File: config.mk
export PLATFORM = sky130hd
export DESIGN_NAME = online_operand_sequencer
export DESIGN_NICKNAME = d
export VERILOG_FILES = /design/src/rtl/online_operand_sequencer_pkg.sv /design/src/rtl/online_operand_sequencer_operand_group_shifter.sv /design/src/rtl/online_operand_sequencer.sv
export SDC_FILE = /design/constraint.sdc
export NUM_CORES = 1
export LEC_CHECK = 0
export CORE_MARGIN = 3
export CORE_UTILIZATION = 51
export DETAILED_ROUTE_END_ITERATION = 10
export PLACE_DENSITY = 0.83
export SYNTH_ARGS = -nofsm -noshare
export SYNTH_HDL_FRONTEND = slang
export SYNTH_SLANG_ARGS = --single-unit
File: constraint.sdc
create_clock -name clk -period 4.99 [get_ports clk]
set_input_delay 1.2475 -clock clk [delete_from_list [all_inputs] [get_ports clk]]
set_output_delay 1.2475 -clock clk [all_outputs]
set_load 0.1 [all_outputs]
File: src/rtl/online_operand_sequencer_pkg.sv
// Shared definitions for the online operand sequencer.
//   - state_e    : FSM states; the encoding doubles as the STATES output code
//   - DIGIT_W    : width of one emitted digit group
//   - canon_group: clears every digit position written as plus=1/minus=1
package online_operand_sequencer_pkg;

   localparam int DIGIT_W = 4;

   typedef enum logic [1:0] {
      ST_IDLE  = 2'b00,
      ST_LOAD  = 2'b10,
      ST_RUN   = 2'b01,
      ST_FLUSH = 2'b11
   } state_e;

   // Returns {plus, minus} with redundant 1-1 zero digits rewritten as 0-0.
   function automatic logic [2*DIGIT_W-1:0] canon_group(input logic [DIGIT_W-1:0] p,
                                                        input logic [DIGIT_W-1:0] m);
      logic [DIGIT_W-1:0] zero_pair;
      zero_pair = p & m;
      return {p & ~zero_pair, m & ~zero_pair};
   endfunction

endpackage

File: src/rtl/online_operand_sequencer_operand_group_shifter.sv
// operand_group_shifter: holds one plus/minus operand pair and presents it
// one DIGIT_W group per cycle, most significant group first, through a
// registered output.
//   clk, rst            : clock, async active-high reset
//   load_i              : capture plus_i/minus_i and emit their top group
//   shift_i             : emit the next stored group
//   clear_i             : drive the group outputs to zero
//   plus_i, minus_i     : parallel operand strings
//   plus_o, minus_o     : current digit group (registered)
// Build option: DIGIT_CANON_EN canonicalises each emitted group.
module operand_group_shifter
   import online_operand_sequencer_pkg::*;
#(
   parameter int NUM_GROUPS = 4
) (
   input  logic                            clk,
   input  logic                            rst,
   input  logic                            load_i,
   input  logic                            shift_i,
   input  logic                            clear_i,
   input  logic [DIGIT_W*NUM_GROUPS-1:0]   plus_i,
   input  logic [DIGIT_W*NUM_GROUPS-1:0]   minus_i,
   output logic [DIGIT_W-1:0]              plus_o,
   output logic [DIGIT_W-1:0]              minus_o
);

   localparam int W = DIGIT_W * NUM_GROUPS;

   logic [W-1:0]         plus_q, minus_q;
   logic [W-1:0]         src_plus, src_minus;
   logic [DIGIT_W-1:0]   plus_out_q, minus_out_q;
   logic [2*DIGIT_W-1:0] group_d;

   // The stored string already has the emitted group shifted out, so the
   // next group to emit always sits at the top.
   always_comb begin
      src_plus  = load_i ? plus_i  : plus_q;
      src_minus = load_i ? minus_i : minus_q;
`ifdef DIGIT_CANON_EN
      group_d = canon_group(src_plus[W-1 -: DIGIT_W], src_minus[W-1 -: DIGIT_W]);
`else
      group_d = {src_plus[W-1 -: DIGIT_W], src_minus[W-1 -: DIGIT_W]};
`endif
   end

   always_ff @(posedge clk or posedge rst) begin
      if (rst) begin
         plus_q      <= '0;
         minus_q     <= '0;
         plus_out_q  <= '0;
         minus_out_q <= '0;
      end else if (load_i || shift_i) begin
         plus_q      <= src_plus  << DIGIT_W;
         minus_q     <= src_minus << DIGIT_W;
         plus_out_q  <= group_d[2*DIGIT_W-1:DIGIT_W];
         minus_out_q <= group_d[DIGIT_W-1:0];
      end else if (clear_i) begin
         plus_out_q  <= '0;
         minus_out_q <= '0;
      end
   end

   assign plus_o  = plus_out_q;
   assign minus_o = minus_out_q;

endmodule

File: src/rtl/online_operand_sequencer.sv
// online_operand_sequencer: accepts a redundant X/Y operand pair through a
// valid/ready handshake and streams it MSD group first, one group per clock,
// followed by DELTA zero-digit flush cycles, with a STATES phase code.
//   clk, rst                        : clock, async active-high reset
//   in_valid / in_ready             : operand handshake (in_ready combinational)
//   op_{x,y}_{plus,minus}           : parallel operand digit strings
//   {x,y}_{plus,minus}              : current digit group (registered)
//   STATES                          : 00 idle, 10 load, 01 run, 11 flush
//   digit_idx                       : cycle index within the operation
//   done                            : pulse on the final emitted cycle
// Build option: DIGIT_CANON_EN canonicalises emitted groups (1-1 -> 0-0).
//
// state    | meaning
// ST_IDLE  | waiting for an operand pair, outputs zero
// ST_LOAD  | emitting the most significant group
// ST_RUN   | emitting the remaining groups
// ST_FLUSH | emitting zero digits for the online delay
module online_operand_sequencer
   import online_operand_sequencer_pkg::*;
#(
   parameter  int NUM_GROUPS = 4,
   parameter  int DELTA      = 2,
   localparam int TOTAL      = NUM_GROUPS + DELTA,
   localparam int IDX_W      = (TOTAL > 1) ? $clog2(TOTAL) : 1
) (
   input  logic                            clk,
   input  logic                            rst,
   input  logic                            in_valid,
   output logic                            in_ready,
   input  logic [DIGIT_W*NUM_GROUPS-1:0]   op_x_plus,
   input  logic [DIGIT_W*NUM_GROUPS-1:0]   op_x_minus,
   input  logic [DIGIT_W*NUM_GROUPS-1:0]   op_y_plus,
   input  logic [DIGIT_W*NUM_GROUPS-1:0]   op_y_minus,
   output logic [DIGIT_W-1:0]              x_plus,
   output logic [DIGIT_W-1:0]              x_minus,
   output logic [DIGIT_W-1:0]              y_plus,
   output logic [DIGIT_W-1:0]              y_minus,
   output logic [1:0]                      STATES,
   output logic [IDX_W-1:0]                digit_idx,
   output logic                            done
);

   localparam logic [IDX_W-1:0] LAST_IDX = IDX_W'(TOTAL - 1);
   localparam logic [IDX_W-1:0] RUN_LAST = IDX_W'(NUM_GROUPS - 1);

   state_e           state_q;
   logic [IDX_W-1:0] idx_q, idx_d;
   logic             done_q;
   logic             accept, busy, last, shift, clear;

   always_comb begin
      busy   = (state_q != ST_IDLE);
      accept = !busy && in_valid;
      last   = busy && (idx_q == LAST_IDX);
      // Another operand group remains while the index is below the last
      // group position; everything after that is flush or the IDLE return.
      shift  = busy && (idx_q < RUN_LAST);
      clear  = busy && !shift;
      idx_d  = idx_q + IDX_W'(1);
   end

   always_ff @(posedge clk or posedge rst) begin
      if (rst) begin
         state_q <= ST_IDLE;
         idx_q   <= '0;
         done_q  <= 1'b0;
      end else begin
         case (state_q)
            ST_IDLE: begin
               if (in_valid) begin
                  state_q <= ST_LOAD;
                  idx_q   <= '0;
                  done_q  <= (TOTAL == 1);
               end
            end
            default: begin
               if (last) begin
                  state_q <= ST_IDLE;
                  idx_q   <= '0;
                  done_q  <= 1'b0;
               end else begin
                  state_q <= shift ? ST_RUN : ST_FLUSH;
                  idx_q   <= idx_d;
                  done_q  <= (idx_d == LAST_IDX);
               end
            end
         endcase
      end
   end

   operand_group_shifter #(.NUM_GROUPS(NUM_GROUPS)) u_x_shifter (
      .clk     (clk),
      .rst     (rst),
      .load_i  (accept),
      .shift_i (shift),
      .clear_i (clear),
      .plus_i  (op_x_plus),
      .minus_i (op_x_minus),
      .plus_o  (x_plus),
      .minus_o (x_minus)
   );

   operand_group_shifter #(.NUM_GROUPS(NUM_GROUPS)) u_y_shifter (
      .clk     (clk),
      .rst     (rst),
      .load_i  (accept),
      .shift_i (shift),
      .clear_i (clear),
      .plus_i  (op_y_plus),
      .minus_i (op_y_minus),
      .plus_o  (y_plus),
      .minus_o (y_minus)
   );

   assign in_ready  = !busy;
   assign STATES    = state_q;
   assign digit_idx = idx_q;
   assign done      = done_q;

endmodule

==> impl_results.rst <==
.. list-table::
   :header-rows: 1

   * - Metric
     - Value
   * - Endpoint class of the critical path
     - output port
   * - Max capacitance violation total
     - 0
   * - Achievable Freq
     - roughly 0.26 GHz
   * - Number of design rule violations left after detail routing
     - 0
   * - Port Buffers
     - 89
   * - H-tree level count
     - 3
   * - Pin count of the biggest net entering global routing
     - 65
   * - R2R Path End
     - u_y_shifter.minus_q[13]$_DFFE_PP0P_
   * - Clock transition at path regs
     - around 70 ps
   * - Vias in the first global route
     - 2382
   * - Count of standard-cell rows
     - 27
   * - Wire length reported by the detailed router
     - between 7 and 8 mm
   * - Highest Signal Layer
     - met4
   * - Detailed-routed wire length on met3
     - ~430 µm
   * - RSZ-0062 raised after global routing
     - no
   * - Average size of a mapped cell
     - 11.31 µm²
   * - Worst-Margin Slew
     - around 1200 ps
   * - Required time at the endpoint of the critical path
     - ~3700 ps
   * - Die H
     - around 84 µm
   * - Number of synthesis warnings
     - 0
   * - Number of DRC markers after the initial detailed-route iteration
     - roughly 150
   * - Starting Density
     - 54.66%
   * - Layout Skew
     - around 6.8 ps
   * - Share of layout cells above drive strength 1
     - between 10 and 15%
   * - Distinct cell type count of the synthesized netlist
     - 31
   * - End point of the critical path
     - in_ready
   * - Class of the tightest hold or removal check
     - reg -> reg
   * - Number of top-level pins
     - 90
   * - Worst-path fanout max
     - 18
   * - Final antenna diode count
     - 0
   * - Total power of the final layout
     - 3.033 mW
   * - Category of the most critical setup path
     - reg -> out
   * - Post-Layout Cell Count
     - between 400 and 500
   * - Residual overflow from global routing
     - 0
   * - Leakage component of the power
     - 1.771 nW
   * - Post-Route Hold Slack
     - about 500 ps
   * - Relative slew slack
     - 22.41%
   * - RD Place Congestion
     - around 0.75
   * - Root buffer selected by CTS
     - sky130_fd_sc_hd__clkbuf_8
   * - Setup slack of the most critical reg-to-reg path
     - approximately 2400 ps
   * - Met2 routed wirelength
     - between 3 and 4 mm
   * - TritonCTS sink count
     - 70
   * - Most frequent standard cell in the layout excluding fill and tap cells
     - sky130_fd_sc_hd__clkdlybuf4s50_1
   * - Global-route wire length before repair
     - between 10 and 15 mm
   * - Count of cells resized by post-cts repair
     - 0
   * - Number of buffers created by CTS
     - 9
   * - Drt wl/cell
     - ~16 µm
   * - Pins over their slew limit
     - 0
   * - Beginning of the critical path
     - STATES[0]$_DFFE_PP0P_
   * - Power density normalized to cell area
     - roughly 720 nW/µm²
   * - Total number of vias
     - about 2400
   * - Maximum root-to-sink buffer count
     - 2
   * - Detailed Routing Iterations Pass 1
     - 4
   * - Post-DRT Antenna Nets
     - 0
   * - Area growth, synth to finish
     - 35.16%
   * - Final clock period utilization by the worst path
     - 77.38%
   * - Initial antenna violation count
     - 0
   * - Tmin final
     - approximately 3900 ps
   * - Die W
     - about 84 µm
   * - Final Setup Violations
     - 0
   * - Post-synthesis register bit count
     - 70
   * - Startpoint of the lowest-slack register-to-register path
     - digit_idx[0]$_DFFE_PP0P_
   * - HPWL after detailed placement
     - 4.868 mm
   * - Net count after synthesis
     - 346
   * - Count of mapped cells out of synthesis
     - 276
   * - Hold Vio Cnt, Final
     - 0
   * - Number of buffers inserted to repair setup after CTS
     - 0
   * - Total Nets Final
     - 428
   * - Average vias per placed instance
     - roughly 5.4
   * - TritonCTS clock tree
     - yes
   * - Number of hold-repair buffers added at the cts stage
     - 0
   * - Total core area
     - between 5000 and 6000 µm²
   * - Post-synthesis instance area
     - 3120 µm²
   * - Number of placed cells counting well taps
     - 419
   * - Reg2Reg Depth
     - 3
   * - DRT met1 WL
     - ~3.4 mm
   * - Setup tns final
     - 0 ps
   * - Worst EP arrival
     - roughly 2600 ps
   * - Kind of start point of the critical path
     - register
   * - DIE AREA
     - slightly above 7000 µm²
   * - Run status
     - complete, no violations
   * - Share of synthesized area occupied by flip-flops and latches
     - a little under three fifths
   * - Worst skew pair latency
     - between 300 and 400 ps
   * - Top library cells by usage in the layout, fill and taps aside
     - sky130_fd_sc_hd__clkdlybuf4s50_1, sky130_fd_sc_hd__dfrtp_1, sky130_fd_sc_hd__nand2_1
   * - Largest voltage drop on the vdd net
     - between 500 and 600 µV
   * - GRT Total Usage
     - about a fifth
sequential cells by signal, indices dropped and copies added (netlist names):
signal,flops
u_y_shifter.plus_o,4
STATES,2
u_y_shifter.plus_q,12
u_x_shifter.minus_q,12
digit_idx,3
u_x_shifter.plus_o,4
done,1
u_x_shifter.plus_q,12
u_y_shifter.minus_q,12
u_y_shifter.minus_o,4
u_x_shifter.minus_o,4
metrics by stage:
step	setup WS, ps	util (%)	cell area (µm²)
2_1_floorplan	1974	-	3120
3_3_place_gp	1529	70.00	3996
3_5_place_dp	1503	70.00	3996
4_1_cts	1118	73.88	4218
5_1_grt	1025	73.88	4218
6_report	1129	73.88	4218
final cells by class:
type,count,area (µm²)
fillers,406,1491
multi-input cells,181,1227
flip-flops and latches,70,1752
clock buffers,11,151.4
repair buffers,91,905.9
clock inverters,4,70.07
inverters,5,21.27
well taps,72,90.09
critical path, cell delays in order, from the launching register on:
cell,delay (ps)
sky130_fd_sc_hd__dfrtp_1,460
sky130_fd_sc_hd__or2_1,500
sky130_fd_sc_hd__inv_4,170
sky130_fd_sc_hd__clkdlybuf4s50_1,1140
per-layer routing:
layer  up-vias  global-route usage (%)
li1       1155                       -
met1      1098                   30.45
met4         0                   7.895
met2        95                   31.42
met5         -                       0
met3         9                   5.790
report_power, final:
part	internal (mW)	leakage, nW	switching, mW	total [mW]
clock	0.304	0.115	0.201	0.505
sequential	0.820	0.880	0.177	0.997
combinational	0.527	0.777	1.00	1.53
how the worst min path moves through the flow:
stage,startpoint,to,slack [ps],depth (start not counted)
after floorplan,u_x_shifter.plus_q[14]$_DFFE_PP0P_,u_x_shifter.plus_o[2]$_DFFE_PP0P_,460,2
after global placement,u_x_shifter.minus_o[1]$_DFFE_PP0P_,u_x_shifter.minus_o[1]$_DFFE_PP0P_,490,2
after detailed placement,u_y_shifter.minus_o[2]$_DFFE_PP0P_,u_y_shifter.minus_o[2]$_DFFE_PP0P_,490,2
after CTS,u_y_shifter.minus_o[2]$_DFFE_PP0P_,u_y_shifter.minus_o[2]$_DFFE_PP0P_,510,2
after global routing,u_y_shifter.minus_o[0]$_DFFE_PP0P_,u_y_shifter.minus_o[0]$_DFFE_PP0P_,530,2
final,u_x_shifter.minus_o[1]$_DFFE_PP0P_,u_x_shifter.minus_o[1]$_DFFE_PP0P_,500,2
cells by family (layout without fill, tap and decap cells):
kind of cell | count (synthesis) | after routing | synth area share (%)
simple gates | 104 | 104 | 17.08
compound gates | 73 | 73 | 20.41
flops | 70 | 70 | 56.13
buf+inv | 25 | 111 | 4.891
fa+ha+maj | 3 | 3 | 1.203
xor+xnor | 1 | 1 | 0.2807
Yosys cell counts, drive strengths merged:
cell,n,area (µm²)
nand2b,14,87.58
or2b,18,135.1
o21ai,19,106.4
nor2,2,10.01
o2bb2ai,1,8.760
or2,1,6.260
inv,5,21.27
nor3b,1,12.51
ha,3,37.54
clkbuf,7,30.02
or3b,1,8.760
dfrtp,70,1752
a22oi,16,120.1
buf,13,101.3
a21o,2,15.01
o221a,32,360.3
nand2,50,187.7
a21oi,1,8.760
xnor2,1,8.760
nand3,16,80.08
a22o,2,17.52
nor3,1,5.000
Power figures use the tool's default switching activity.
